`config.mk`:
```
export PLATFORM = sky130hd
export DESIGN_NAME = mem_arbiter
export DESIGN_NICKNAME = d
export VERILOG_FILES = /design/src/rtl/mem_arbiter.sv
export SDC_FILE = /design/constraint.sdc
export NUM_CORES = 1
export LEC_CHECK = 0
export BUFFER_PORTS_ARGS = -buffer_cell sky130_fd_sc_hd__buf_2
export CORE_AREA = 2 2 104 106
export CTS_BUF_LIST = sky130_fd_sc_hd__clkbuf_8
export DETAILED_ROUTE_END_ITERATION = 10
export DIE_AREA = 0 0 106 108
export HOLD_SLACK_MARGIN = 0.05
export PLACE_DENSITY_LB_ADDON = 0.08
export SLEW_MARGIN = 40
export SYNTH_ARGS = -nofsm -noshare
export SYNTH_HDL_FRONTEND = slang
export SYNTH_SLANG_ARGS = --single-unit
export TNS_END_PERCENT = 10
```
`constraint.sdc`:
```
create_clock -name CLK -period 4.6 [get_ports CLK]
set_input_delay 1.38 -clock CLK [delete_from_list [all_inputs] [get_ports CLK]]
set_output_delay 1.38 -clock CLK [all_outputs]
set_load 0.05 [all_outputs]
```
`src/rtl/mem_arbiter.sv`:
```
// Two-requester RAM arbiter: icache reads and dcache reads/writes share one RAM port.
// dcache normally wins; a starvation counter forces icache after STARVE_MAX dcache grants.
module mem_arbiter #(
  parameter int STARVE_MAX = 4
) (
  input  logic        CLK,
  input  logic        nRST,
  input  logic        iREN,
  input  logic [31:0] iaddr,
  input  logic        dREN,
  input  logic        dWEN,
  input  logic [31:0] daddr,
  input  logic [31:0] dstore,
  input  logic [1:0]  ramstate,
  input  logic [31:0] ramload,
  output logic        iwait,
  output logic [31:0] iload,
  output logic        dwait,
  output logic [31:0] dload,
  output logic        ramREN,
  output logic        ramWEN,
  output logic [31:0] ramaddr,
  output logic [31:0] ramstore
);

  typedef enum logic [1:0] {IDLE, IGNT, DGNT} state_t;

  localparam logic [1:0] RS_ACCESS = 2'd2;
  localparam logic [3:0] LP_SMAX   = 4'(STARVE_MAX);

  state_t     r_state;
  logic [2:0] r_scnt;

  logic w_dreq, w_access, w_istarve;

  assign w_dreq    = dREN | dWEN;
  assign w_access  = (ramstate == RS_ACCESS);
  assign w_istarve = iREN && ({1'b0, r_scnt} >= LP_SMAX);

  always_ff @(posedge CLK or negedge nRST) begin
    if (!nRST) begin
      r_state <= IDLE;
      r_scnt  <= 3'd0;
    end else begin
      case (r_state)
        IDLE: begin
          if (!iREN) r_scnt <= 3'd0;
          if (w_dreq && !w_istarve) r_state <= DGNT;
          else if (iREN)            r_state <= IGNT;
        end
        IGNT: begin
          // Dropping the request before ACCESS abandons the grant.
          if (!iREN) r_state <= IDLE;
          else if (w_access) begin
            r_state <= IDLE;
            r_scnt  <= 3'd0;
          end
        end
        DGNT: begin
          if (!w_dreq) r_state <= IDLE;
          else if (w_access) begin
            r_state <= IDLE;
            if (iREN && r_scnt != 3'd7) r_scnt <= r_scnt + 3'd1;
          end
        end
        default: r_state <= IDLE;
      endcase
    end
  end

  // Load paths are don't-care outside their grant, so they just follow the RAM.
  assign iload = ramload;
  assign dload = ramload;

  always_comb begin
    ramREN   = 1'b0;
    ramWEN   = 1'b0;
    ramaddr  = 32'd0;
    ramstore = 32'd0;
    iwait    = iREN;
    dwait    = w_dreq;
    case (r_state)
      IGNT: begin
        ramREN  = iREN;
        ramaddr = iaddr;
        iwait   = iREN && !w_access;
      end
      DGNT: begin
        ramWEN   = dWEN;
        ramREN   = dREN && !dWEN;
        ramaddr  = daddr;
        ramstore = dstore;
        dwait    = w_dreq && !w_access;
      end
      default: ;
    endcase
  end

endmodule
```
=== After elaboration in Yosys (flattened, before gate mapping) ===
Index checks and enable logic that the tools add are counted.

* Bits in registers: 5
* Input port bits: 135
* Output and inout bits: 132
* Logic and storage cells: 47

* $add $sub $neg: 1
* Order comparisons: 1
* Equality and inequality tests: 11
* Muxes and demuxes: 19
* Bitwise operators: 1
* Reduce and logical (&&, ||, !) cells: 12

{| class="wikitable"
|+ Operator list
! cell !! count
|-
| 32-bit one-hot mux with 2 select lines || 1
|-
| 32-bit 2-to-1 mux || 1
|-
| 3-bit 2-to-1 mux || 6
|-
| 2-bit != test (second input constant) || 6
|-
| 2-bit 2-to-1 mux || 5
|-
| 3-bit one-hot mux with 3 select lines || 1
|-
| 7-bit AND reduction || 1
|-
| 1-bit logical AND || 6
|-
| 3-bit != test (second input constant) || 2
|-
| 2-bit one-hot mux with 3 select lines || 1
|-
| 2-bit equality test (second input constant) || 2
|-
| 3-bit by 1-bit adder with 3-bit output (second input constant) || 1
|-
| 3-bit greater-or-equal comparator (second input constant) || 1
|-
| 1-bit logical NOT || 3
|-
| 1-bit 2-to-1 mux || 3
|-
| 3-bit nonzero test || 1
|-
| 2-bit by 1-bit equality test with 1-bit output (second input constant) || 1
|-
| 2-bit logical NOT || 1
|-
| 1-bit one-hot mux with 2 select lines || 1
|-
| 1-bit OR || 1
|}

=== Logic depth before layout (Yosys ltp) ===
Gate-level depths: netlist of run 1.

* Depth after elaboration: 6
* Mapped depth: 7
* Depth with buffers taken out: 6

=== Worst setup path after synthesis of run 1 ===
Ideal clock, no wire load.

* Path kind: in2out
* Start: input iREN
* End: output iwait
* Data arrival time: 2,431 ps
* Required time: 3,220 ps
* Setup slack: 789 ps
* Stages: 3
* Buffers on the path: 1
* Cells stage by stage: clkbuf_1 -> inv_1 -> a21oi_1

* Longest elaborated chain between the ends: 2

{| class="wikitable"
|+ Ends and longest elaborated chain
! element !! line !! RTL
|-
| start, declared || 8 || <nowiki>input logic iREN,</nowiki>
|-
| 1-bit logical AND || 86 || <nowiki>iwait = iREN && !w_access;</nowiki>
|-
| 1-bit 2-to-1 mux (*) || 82 || <nowiki>case (r_state)</nowiki>
|-
| end, declared || 16 || <nowiki>output logic iwait,</nowiki>
|}

Every way passes the cells marked *; elsewhere a longest branch is shown, timed or not.

=== Final worst setup path of run 1 ===
* Start: input ramstate[1]
* End: output dwait

* Longest elaborated chain between the ends: 4

{| class="wikitable"
|+ Ends and longest elaborated chain
! element !! line !! RTL
|-
| start, declared || 14 || <nowiki>input logic [1:0] ramstate,</nowiki>
|-
| 2-bit equality test || 37 || <nowiki>assign w_access = (ramstate == RS_ACCESS);</nowiki>
|-
| 1-bit logical NOT || 93 || <nowiki>dwait = w_dreq && !w_access;</nowiki>
|-
| 1-bit logical AND || 93 ||
|-
| 1-bit 2-to-1 mux || 82 ||
|-
| end, declared || 18 || <nowiki>output logic dwait,</nowiki>
|}

Every way passes these cells.

==> results of run 1 <==
[flip-flops by register name (all words and copies together) (netlist names)]
name     cells
r_scnt       3
r_state      2
[cell type report]
type | count | share of cell area [%]
well taps | 136 | 7.848
multi-input cells | 134 | 43.16
clock inverters | 1 | 0.1731
repair buffers | 174 | 40.62
flip-flops and latches | 5 | 5.770
clock buffers | 3 | 1.904
inverters | 3 | 0.5193
[how the worst max path moves through the flow]
stage                      startpoint    endpoint  slack, ns  cells past startpoint
after global placement    ramstate[1]       dwait       0.92                      4
after global routing       r_state[1]  ramaddr[7]       0.85                      6
final                     ramstate[1]       dwait       1.02                      4
after floorplan                  iREN       iwait       0.79                      3
after detailed placement  ramstate[1]       dwait       0.95                      4
after CTS                 ramstate[1]       dwait       0.94                      4
[worst max-delay path, delay by kind of cell]
kind                   cells  cell delay, ns
buffers and inverters      2            0.41
AO/OA/AOI/OAI              1            0.23
AND/OR/NAND/NOR            1            0.17
[cells in the mapped netlist]
| master | number |
|---|---|
| sky130_fd_sc_hd__o31ai_1 | 1 |
| sky130_fd_sc_hd__and4_1 | 1 |
| sky130_fd_sc_hd__a32o_1 | 2 |
| sky130_fd_sc_hd__dfrtp_1 | 5 |
| sky130_fd_sc_hd__a22o_1 | 1 |
| sky130_fd_sc_hd__nand3b_1 | 1 |
| sky130_fd_sc_hd__nor2_1 | 3 |
| sky130_fd_sc_hd__ha_1 | 7 |
| sky130_fd_sc_hd__a21oi_1 | 3 |
| sky130_fd_sc_hd__nand4_1 | 1 |
| sky130_fd_sc_hd__o21bai_1 | 1 |
| sky130_fd_sc_hd__a22oi_1 | 32 |
| sky130_fd_sc_hd__o2bb2ai_1 | 1 |
| sky130_fd_sc_hd__a221o_1 | 1 |
| sky130_fd_sc_hd__buf_2 | 2 |
| sky130_fd_sc_hd__a21o_1 | 1 |
| sky130_fd_sc_hd__buf_6 | 1 |
| sky130_fd_sc_hd__nor2b_1 | 34 |
| sky130_fd_sc_hd__nand2_1 | 5 |
| sky130_fd_sc_hd__and2_1 | 34 |
| sky130_fd_sc_hd__o21ai_0 | 2 |
| sky130_fd_sc_hd__inv_1 | 3 |
| sky130_fd_sc_hd__buf_4 | 64 |
| sky130_fd_sc_hd__a31o_2 | 1 |
| sky130_fd_sc_hd__a211oi_1 | 1 |
| sky130_fd_sc_hd__or2_0 | 1 |
| sky130_fd_sc_hd__clkbuf_1 | 13 |
[per-stage QoR]
step / setup slack, ns / power, mW / hold WS, ns
detailed placement: 0.9479 / 1.419 / 0.4967
finish: 1.018 / 1.477 / 0.4912
CTS: 0.9433 / 1.500 / 0.5027
global route: 0.8491 / 1.572 / 0.5222
floorplan: 0.7895 / 1.243 / 0.4577
global placement: 0.9178 / 1.420 / 0.4909
[power by group]
group / total [mW] / switching, mW / leakage [nW] / internal (mW)
clock: 0.0792 / 0.0220 / 0.0269 / 0.0572
sequential: 0.0643 / 0.0122 / 0.0673 / 0.0521
combinational: 1.33 / 0.962 / 1.09 / 0.371
total: 1.48 / 0.996 / 1.19 / 0.481
[layout by cell type, fill, tap and decap left out, drive strengths merged]
cell | Yosys | final
nand4 | 1 | 1
nand3b | 1 | 1
o21ai | 2 | 2
o21bai | 1 | 1
ha | 7 | 7
a211oi | 1 | 1
inv | 3 | 4
clkbuf | 13 | 3
nand2 | 5 | 5
a32o | 2 | 2
a21oi | 3 | 3
dfrtp | 5 | 5
nor2b | 34 | 34
nor2 | 3 | 3
a221o | 1 | 1
and4 | 1 | 1
and2 | 34 | 34
a22o | 1 | 1
a21o | 1 | 1
a31o | 1 | 1
buf | 67 | 174
a22oi | 32 | 32
or2 | 1 | 1
o31ai | 1 | 1
o2bb2ai | 1 | 1
[layer usage]
metal	part of all wire (%)	global-route usage (%)	vias to the layer above
met5	0	0	-
met2	53	19.35	114
met3	7.8	1.266	38
met4	5.0	6.391	0
met1	34	8.874	796
li1	-	-	879
[cell families after synthesis]
family	share of synthesized area [%]
simple gates	30.07
flops	7.770
fa+ha+maj	5.439
buf+inv	34.89
compound gates	21.83
==> impl_metrics.env, run 1 <==
export IMPL_synth_top_cells_by_area="sky130_fd_sc_hd__buf_4 (30%), sky130_fd_sc_hd__a22oi_1 (15%), sky130_fd_sc_hd__and2_1 (13%), sky130_fd_sc_hd__nor2b_1 (13%), sky130_fd_sc_hd__dfrtp_1 (7.8%)"
export IMPL_grt_max_degree=57
export IMPL_clock_latency_ns=0.22
export IMPL_timing_final_hold_violations=0
export IMPL_final_fill_count=1187
export IMPL_ant_nets=0
export IMPL_area_delta_synth_final_pct=34.65
export IMPL_worst_r2r_startpoint="r_state[0]"
export IMPL_cpPeakStageDelay_ns=0.31
export IMPL_dp_final_hpwl_um=5029
export IMPL_nNetsFinal=463
export IMPL_clk_transition_reported_paths_ns=0.04
export IMPL_grt_antenna_before_repair=0
export IMPL_timing_critical_path_fanout_max=5
export IMPL_grt_first_pass_wirelength_um=8611
export IMPL_post_cts_resized=0
export IMPL_arrival_ns=2.20
export IMPL_cts_sink_count=5
export IMPL_ys_warn_count=0
export IMPL_finish_cell_count_without_fillers=456
export IMPL_gp_congestion=0.6467
export IMPL_holdCritStartpoint="r_scnt[0]"
export IMPL_ys_ff_latch=5
export IMPL_tightestPinTransition_ns=0.5636
export IMPL_placement_cell_area_mm2=0.002123
export IMPL_final_core_util_pct=21.19
export IMPL_worst_setup_slack_for_register_to_register_paths_ns=2.67
export IMPL_globalRouteTotalUtil_pct=9.571
export IMPL_dp_cells=452
export IMPL_worst_r2r_endpoint="r_state[1]"
export IMPL_placement_rows=37
export IMPL_slew_violations=0
export IMPL_detail_route_iter0_violations=67
export IMPL_die_area_mm2=0.01145
export IMPL_critPathKind="primary input to primary output"
export IMPL_kind_of_capture_point_of_the_worst_setup_path="primary output"
export IMPL_tritoncts="done"
export IMPL_grt_pass1_vias=1708
export IMPL_synth_sequential_area_ratio_pct=7.770
export IMPL_critical_path_startpoint_type="primary input"
export IMPL_skew_ns=0.002419
export IMPL_timing_final_crit_share_pct=77.87
export IMPL_cap_violations=0
export IMPL_final_layout_size_suffix_gt1_share_pct=55.94
export IMPL_chipWidth_um=106
export IMPL_post_cts_setup_buffer_count=0
export IMPL_mappedNetlistArea_mm2=0.001610
export IMPL_maxSlewHeadroom_pct=62.43
export IMPL_initial_core_util_pct=15.74
export IMPL_synth_top_area_cell="sky130_fd_sc_hd__buf_4"
export IMPL_ios=267
export IMPL_multi_input_area_um2=935.9
export IMPL_pwr_density_cell_mw_per_mm2=681.1
export IMPL_wl_um=6203
export IMPL_die_h_um=108
export IMPL_ff2ff_path_depth=6
export IMPL_overflow=0
export IMPL_tns_ns=0
export IMPL_worst_path_slowest_cell="sky130_fd_sc_hd__buf_2"
export IMPL_synth_top_area_share_pct=29.84
export IMPL_antennaDiodeCount=0
export IMPL_cts_inserted_buffers=3
export IMPL_netlist_instances=222
export IMPL_cts_htree_levels=1
export IMPL_seqCellArea_um2=125.1
export IMPL_clock_root_buffer="sky130_fd_sc_hd__clkbuf_8"
export IMPL_drt_vias_per_instance=4.007
export IMPL_status="finished clean"
export IMPL_required_ns=3.22
export IMPL_io_buffer_count=170
export IMPL_post_route_drc_count=0
export IMPL_critical_path_top_cell_by_count="sky130_fd_sc_hd__buf_2"
export IMPL_min_delay_worst_endpoint="r_scnt[0]"
export IMPL_synthesis_area_per_instance_um2=7.254
export IMPL_cts_path_max_buffers=2
export IMPL_post_drt_wl_per_cell_um=13.60
export IMPL_critical_path_cell_chain="buf_2 -> nor2b_1 -> a21oi_1 -> buf_2"
export IMPL_power_ir_vdd_worst_mv=0.2110
export IMPL_finish_instance_area_mm2=0.002168
export IMPL_rsz0062_at_grt="false"
export IMPL_static_leakage_power_nw=1.186
export IMPL_number_of_distinct_standard_cells_referenced_by_the_synthesized_netlist=27
export IMPL_detailedRoute_firstPassIterationCount=4
export IMPL_report_final_setup_viol=0
export IMPL_highest_clock_frequency_the_design_can_meet_ghz=0.2792
export IMPL_synthesis_nets=364
export IMPL_vias=1827
export IMPL_hold_depth=1
export IMPL_hold_path_class="flop to flop"
export IMPL_core_footprint_mm2=0.01023
export IMPL_finalCriticalPeriod_ns=3.582
export IMPL_cts_hold_buffers_added=0
No activity file was read; power rests on OpenSTA's default activity.
==> run 2, diff against run 1 <==
--- a/config.mk
+++ b/config.mk
@@ -6,10 +6,10 @@
 export NUM_CORES = 1
 export LEC_CHECK = 0
 export BUFFER_PORTS_ARGS = -buffer_cell sky130_fd_sc_hd__buf_2
-export CORE_AREA = 2 2 104 106
+export CORE_AREA = 2 2 103 105
 export CTS_BUF_LIST = sky130_fd_sc_hd__clkbuf_8
 export DETAILED_ROUTE_END_ITERATION = 10
-export DIE_AREA = 0 0 106 108
+export DIE_AREA = 0 0 105 107
 export HOLD_SLACK_MARGIN = 0.05
 export PLACE_DENSITY_LB_ADDON = 0.08
 export SLEW_MARGIN = 40
==> constraint.sdc (replaced) <==
create_clock -name CLK -period 3.2 [get_ports CLK]
set_input_delay 0.96 -clock CLK [delete_from_list [all_inputs] [get_ports CLK]]
set_output_delay 0.96 -clock CLK [all_outputs]
set_load 0.05 [all_outputs]
==> impl_metrics.env, run 2 (same netlist as run 1, synthesis figures left out) <==
export IMPL_kind_of_capture_point_of_the_worst_setup_path="primary output"
export IMPL_placement_rows=37
export IMPL_tns_ns=0
export IMPL_cts_htree_levels=1
export IMPL_worst_r2r_startpoint="r_state[0]"
export IMPL_grt_antenna_before_repair=0
export IMPL_post_route_drc_count=0
export IMPL_area_delta_synth_final_pct=36.83
export IMPL_ff2ff_path_depth=5
export IMPL_timing_critical_path_fanout_max=28
export IMPL_min_delay_worst_endpoint="r_scnt[1]"
export IMPL_detailedRoute_firstPassIterationCount=4
export IMPL_clock_latency_ns=0.21
export IMPL_initial_core_util_pct=15.96
export IMPL_critical_path_startpoint_type="flop"
export IMPL_rsz0062_at_grt="false"
export IMPL_post_cts_resized=0
export IMPL_wl_um=6084
export IMPL_cap_violations=0
export IMPL_tightestPinTransition_ns=0.5232
export IMPL_pwr_density_cell_mw_per_mm2=989.4
export IMPL_clock_root_buffer="sky130_fd_sc_hd__clkbuf_8"
export IMPL_io_buffer_count=170
export IMPL_nNetsFinal=464
export IMPL_cts_inserted_buffers=3
export IMPL_grt_pass1_vias=1731
export IMPL_required_ns=2.24
export IMPL_dp_final_hpwl_um=5092
export IMPL_hold_depth=1
export IMPL_timing_final_hold_violations=0
export IMPL_die_area_mm2=0.01124
export IMPL_detail_route_iter0_violations=80
export IMPL_core_footprint_mm2=0.01009
export IMPL_slew_violations=0
export IMPL_holdCritStartpoint="r_scnt[1]"
export IMPL_worst_r2r_endpoint="r_scnt[2]"
export IMPL_power_mw=2.180
export IMPL_static_leakage_power_nw=1.202
export IMPL_status="finished clean"
export IMPL_cts_path_max_buffers=2
export IMPL_hold_path_class="flop to flop"
export IMPL_clk_transition_reported_paths_ns=0.03
export IMPL_highest_clock_frequency_the_design_can_meet_ghz=0.3345
export IMPL_worst_setup_slack_for_register_to_register_paths_ns=1.34
export IMPL_cts_sink_count=5
export IMPL_arrival_ns=2.03
export IMPL_grt_first_pass_wirelength_um=9059
export IMPL_final_common_cell="sky130_fd_sc_hd__buf_2"
export IMPL_cts_hold_buffers_added=0
export IMPL_drt_vias_per_instance=3.877
export IMPL_post_drt_wl_per_cell_um=13.31
export IMPL_skew_ns=0.001100
export IMPL_ios=267
export IMPL_ant_nets=0
export IMPL_chipWidth_um=105
export IMPL_registers_top_by_ff_count="r_scnt"
export IMPL_final_fill_count=1173
export IMPL_die_h_um=107
export IMPL_maxSlewHeadroom_pct=65.12
export IMPL_vias=1772
export IMPL_report_final_setup_viol=0
export IMPL_final_layout_size_suffix_gt1_share_pct=56.07
export IMPL_gp_congestion=0.7256
export IMPL_post_cts_setup_buffer_count=0
export IMPL_tritoncts="done"
export IMPL_globalRouteTotalUtil_pct=9.892
export IMPL_critPathKind="flop to primary output"
export IMPL_number_of_flip_flops_in_the_largest_register=3
export IMPL_timing_final_crit_share_pct=93.44
export IMPL_finalCriticalPeriod_ns=2.990
export IMPL_biggestRegsByFlops="r_scnt (3), r_state (2)"
export IMPL_overflow=0
export IMPL_grt_max_degree=29
export IMPL_antennaDiodeCount=0
export IMPL_layout_cells_most_common_list="sky130_fd_sc_hd__buf_2 (170), sky130_fd_sc_hd__nor2b_1 (34), sky130_fd_sc_hd__and2_1 (34)"
export IMPL_power_ir_vdd_worst_mv=0.2285
## run 2: critical path, stage by stage (launching register included)
cell and delay [ns]:
sky130_fd_sc_hd__dfrtp_1 0.41, sky130_fd_sc_hd__inv_1 0.10, sky130_fd_sc_hd__ha_2 0.52, sky130_fd_sc_hd__buf_12 0.24, sky130_fd_sc_hd__a22oi_1 0.11, sky130_fd_sc_hd__nor2b_1 0.15, sky130_fd_sc_hd__buf_2 0.28
## run 2: how the worst max path moves through the flow
stage	from	slack [ns]	cells past startpoint	end
after detailed placement	r_state[0]	0.38	6	ramaddr[20]
final	r_state[0]	0.21	6	ramaddr[20]
after global routing	r_state[0]	0.005	6	ramaddr[20]
after CTS	r_state[0]	0.15	6	ramaddr[20]
after global placement	r_state[0]	0.40	6	ramaddr[20]
after floorplan	iREN	0.23	3	iwait
## run 2: area by class of cell
class                           instances  area, um^2  share of cell area, %
Inverter                                3       11.26                 0.5111
Clock buffer                            3       41.29                  1.874
Timing Repair Buffer                  175       925.9                  42.02
Multi-Input combinational cell        134       925.9                  42.02
Tap cell                              136       170.2                  7.723
Clock inverter                          1       3.754                 0.1704
Sequential cell                         5       125.1                  5.679
## run 2: metal layers
layer / routed length, um / GRT usage [%] / vias up
met5: 0 / 0 / -
li1: - / - / 880
met1: 2217 / 10.94 / 797
met4: 82 / 2.286 / 0
met2: 3356 / 19.53 / 78
met3: 427 / 1.641 / 17
## run 2: stage by stage
step / setup slack (ns) / utilization [%] / std cells / instance area [um^2] / hold WS (ns)
floorplan: 0.2295 / - / 222 / 1610 / 0.4577
global placement: 0.4040 / 21.39 / 453 / 2158 / 0.4906
detailed placement: 0.3820 / 21.39 / 453 / 2158 / 0.4903
CTS: 0.1544 / 21.83 / 457 / 2203 / 0.4971
global route: 0.004776 / 21.83 / 457 / 2203 / 0.5030
finish: 0.2101 / 21.83 / 457 / 2203 / 0.4934
## run 2: power by group
group,leakage [nW],internal [mW],switching [mW],total (mW)
Sequential,0.0673,0.0750,0.0138,0.0887
Combinational,1.11,0.579,1.40,1.98
Clock,0.0269,0.0819,0.0274,0.109
==> run 3, diff against run 2 <==
--- a/config.mk
+++ b/config.mk
@@ -6,12 +6,14 @@
 export NUM_CORES = 1
 export LEC_CHECK = 0
 export BUFFER_PORTS_ARGS = -buffer_cell sky130_fd_sc_hd__buf_2
+export CAP_MARGIN = 10
 export CORE_AREA = 2 2 103 105
 export CTS_BUF_LIST = sky130_fd_sc_hd__clkbuf_8
 export DETAILED_ROUTE_END_ITERATION = 10
 export DIE_AREA = 0 0 105 107
 export HOLD_SLACK_MARGIN = 0.05
 export PLACE_DENSITY_LB_ADDON = 0.08
+export REMOVE_ABC_BUFFERS = 1
 export SLEW_MARGIN = 40
 export SYNTH_ARGS = -nofsm -noshare
 export SYNTH_HDL_FRONTEND = slang
==> impl_metrics.env, run 3 (same netlist as run 1, synthesis figures left out) <==
export IMPL_registers_top_by_ff_count="r_scnt"
export IMPL_die_h_um=107
export IMPL_required_ns=2.24
export IMPL_area_delta_synth_final_pct=34.81
export IMPL_die_area_mm2=0.01124
export IMPL_critical_path_startpoint_type="flop"
export IMPL_finish_cell_count_without_fillers=456
export IMPL_cts_path_max_buffers=2
export IMPL_ff2ff_path_depth=7
export IMPL_cts_htree_levels=1
export IMPL_static_leakage_power_nw=1.188
export IMPL_highest_clock_frequency_the_design_can_meet_ghz=0.3570
export IMPL_chipWidth_um=105
export IMPL_antennaDiodeCount=0
export IMPL_hold_path_class="flop to flop"
export IMPL_critPathKind="flop to primary output"
export IMPL_layout_cells_most_common_list="sky130_fd_sc_hd__buf_2 (170), sky130_fd_sc_hd__nor2b_1 (34), sky130_fd_sc_hd__and2_1 (34)"
export IMPL_pwr_density_cell_mw_per_mm2=988.0
export IMPL_overflow=0
export IMPL_placement_cell_area_mm2=0.002126
export IMPL_detailedRoute_firstPassIterationCount=4
export IMPL_slew_violations=0
export IMPL_worst_setup_slack_for_register_to_register_paths_ns=1.45
export IMPL_drt_vias_per_instance=4.118
export IMPL_cts_hold_buffers_added=0
export IMPL_cts_inserted_buffers=3
export IMPL_ant_nets=0
export IMPL_cpPeakStageDelay_ns=0.41
export IMPL_dp_final_hpwl_um=7820
export IMPL_arrival_ns=1.84
export IMPL_post_cts_resized=0
export IMPL_gp_congestion=0.7348
export IMPL_tritoncts="done"
export IMPL_hold_depth=1
export IMPL_number_of_flip_flops_in_the_largest_register=3
export IMPL_timing_final_hold_violations=0
export IMPL_post_cts_setup_buffer_count=0
export IMPL_core_footprint_mm2=0.01009
export IMPL_worst_r2r_endpoint="r_state[0]"
export IMPL_clk_transition_reported_paths_ns=0.03
export IMPL_globalRouteTotalUtil_pct=15.90
export IMPL_placement_rows=37
export IMPL_grt_max_degree=57
export IMPL_biggestRegsByFlops="r_scnt (3), r_state (2)"
export IMPL_critical_path_cell_chain="inv_1 -> ha_1 -> buf_4 -> a22oi_1 -> nor2b_1 -> buf_2"
export IMPL_clock_latency_ns=0.22
export IMPL_final_layout_size_suffix_gt1_share_pct=55.94
export IMPL_skew_ns=0.001226
export IMPL_seqCellArea_um2=125.1
export IMPL_power_ir_vdd_worst_mv=0.2906
export IMPL_min_delay_worst_endpoint="r_scnt[1]"
export IMPL_detail_route_iter0_violations=152
export IMPL_timing_critical_path_fanout_max=32
export IMPL_finish_instance_area_mm2=0.002171
export IMPL_dp_cells=452
export IMPL_grt_first_pass_wirelength_um=13190
export IMPL_critical_path_top_delay_family="buffers and inverters"
export IMPL_tightestPinTransition_ns=0.3744
export IMPL_clock_root_buffer="sky130_fd_sc_hd__clkbuf_8"
export IMPL_hold_worst_slack_ns=0.5087
export IMPL_status="finished clean"
export IMPL_post_route_drc_count=0
export IMPL_final_core_util_pct=21.51
export IMPL_post_drt_wl_per_cell_um=20.73
export IMPL_initial_core_util_pct=15.96
export IMPL_worst_slack_ns=0.3992
export IMPL_maxSlewHeadroom_pct=75.04
export IMPL_multi_input_area_um2=925.9
export IMPL_worst_path_slowest_cell="sky130_fd_sc_hd__dfrtp_1"
export IMPL_final_common_cell="sky130_fd_sc_hd__buf_2"
export IMPL_grt_pass1_vias=1957
export IMPL_finalCriticalPeriod_ns=2.801
export IMPL_holdCritStartpoint="r_scnt[1]"
export IMPL_io_buffer_count=170
export IMPL_cap_violations=0
export IMPL_nNetsFinal=463
export IMPL_grt_antenna_before_repair=0
export IMPL_ios=267
export IMPL_kind_of_capture_point_of_the_worst_setup_path="primary output"
export IMPL_final_fill_count=1190
export IMPL_vias=1878
export IMPL_report_final_setup_viol=0
export IMPL_wl_um=9455
export IMPL_timing_final_crit_share_pct=87.53
export IMPL_worst_r2r_startpoint="r_state[0]"
export IMPL_cts_sink_count=5
export IMPL_place_ws_ns=0.5259
export IMPL_rsz0062_at_grt="false"
export IMPL_cp_buffers_inverters=3
## run 3: changes by cell type in the layout (fill, tap and decap cells not counted), sizes merged
cell  change
buf       -1
## run 3: area by class of cell
| class | instances | area share, % |
|---|---|---|
| Clock buffer | 3 | 1.902 |
| Clock inverter | 1 | 0.1729 |
| Inverter | 3 | 0.5187 |
| Multi-Input combinational cell | 134 | 42.65 |
| Sequential cell | 5 | 5.764 |
| Tap cell | 136 | 7.839 |
| Timing Repair Buffer | 174 | 41.15 |
## run 3: report_power, final
| group | internal [mW] | switching [mW] |
|---|---|---|
| Sequential | 0.0750 | 0.0137 |
| Clock | 0.0819 | 0.0278 |
| Combinational | 0.533 | 1.41 |
| Total | 0.690 | 1.46 |
## run 3: stage by stage
stage          TNS (ns)  total power, mW
6_report              0            2.145
5_1_grt               0            2.302
4_1_cts               0            2.178
3_5_place_dp          0            2.060
3_3_place_gp          0            2.077
2_1_floorplan    -9.712            1.525
## run 3: metal layers
| layer | track usage [%] | routed length (um) |
|---|---|---|
| met1 | 15.78 | 3341 |
| met2 | 23.14 | 3933 |
| met3 | 16.23 | 2102 |
| met4 | 2.381 | 22 |
| met5 | 8.095 | 56 |
## run 3: how the worst max path moves through the flow
stage | to | cells after the start | startpoint
global route | ramaddr[5] | 6 | r_state[1]
detailed placement | ramREN | 5 | iREN
CTS | ramaddr[13] | 6 | r_state[1]
floorplan | ramaddr[0] | 4 | r_state[0]
global placement | iwait | 4 | ramstate[1]
finish | ramaddr[13] | 6 | r_state[1]
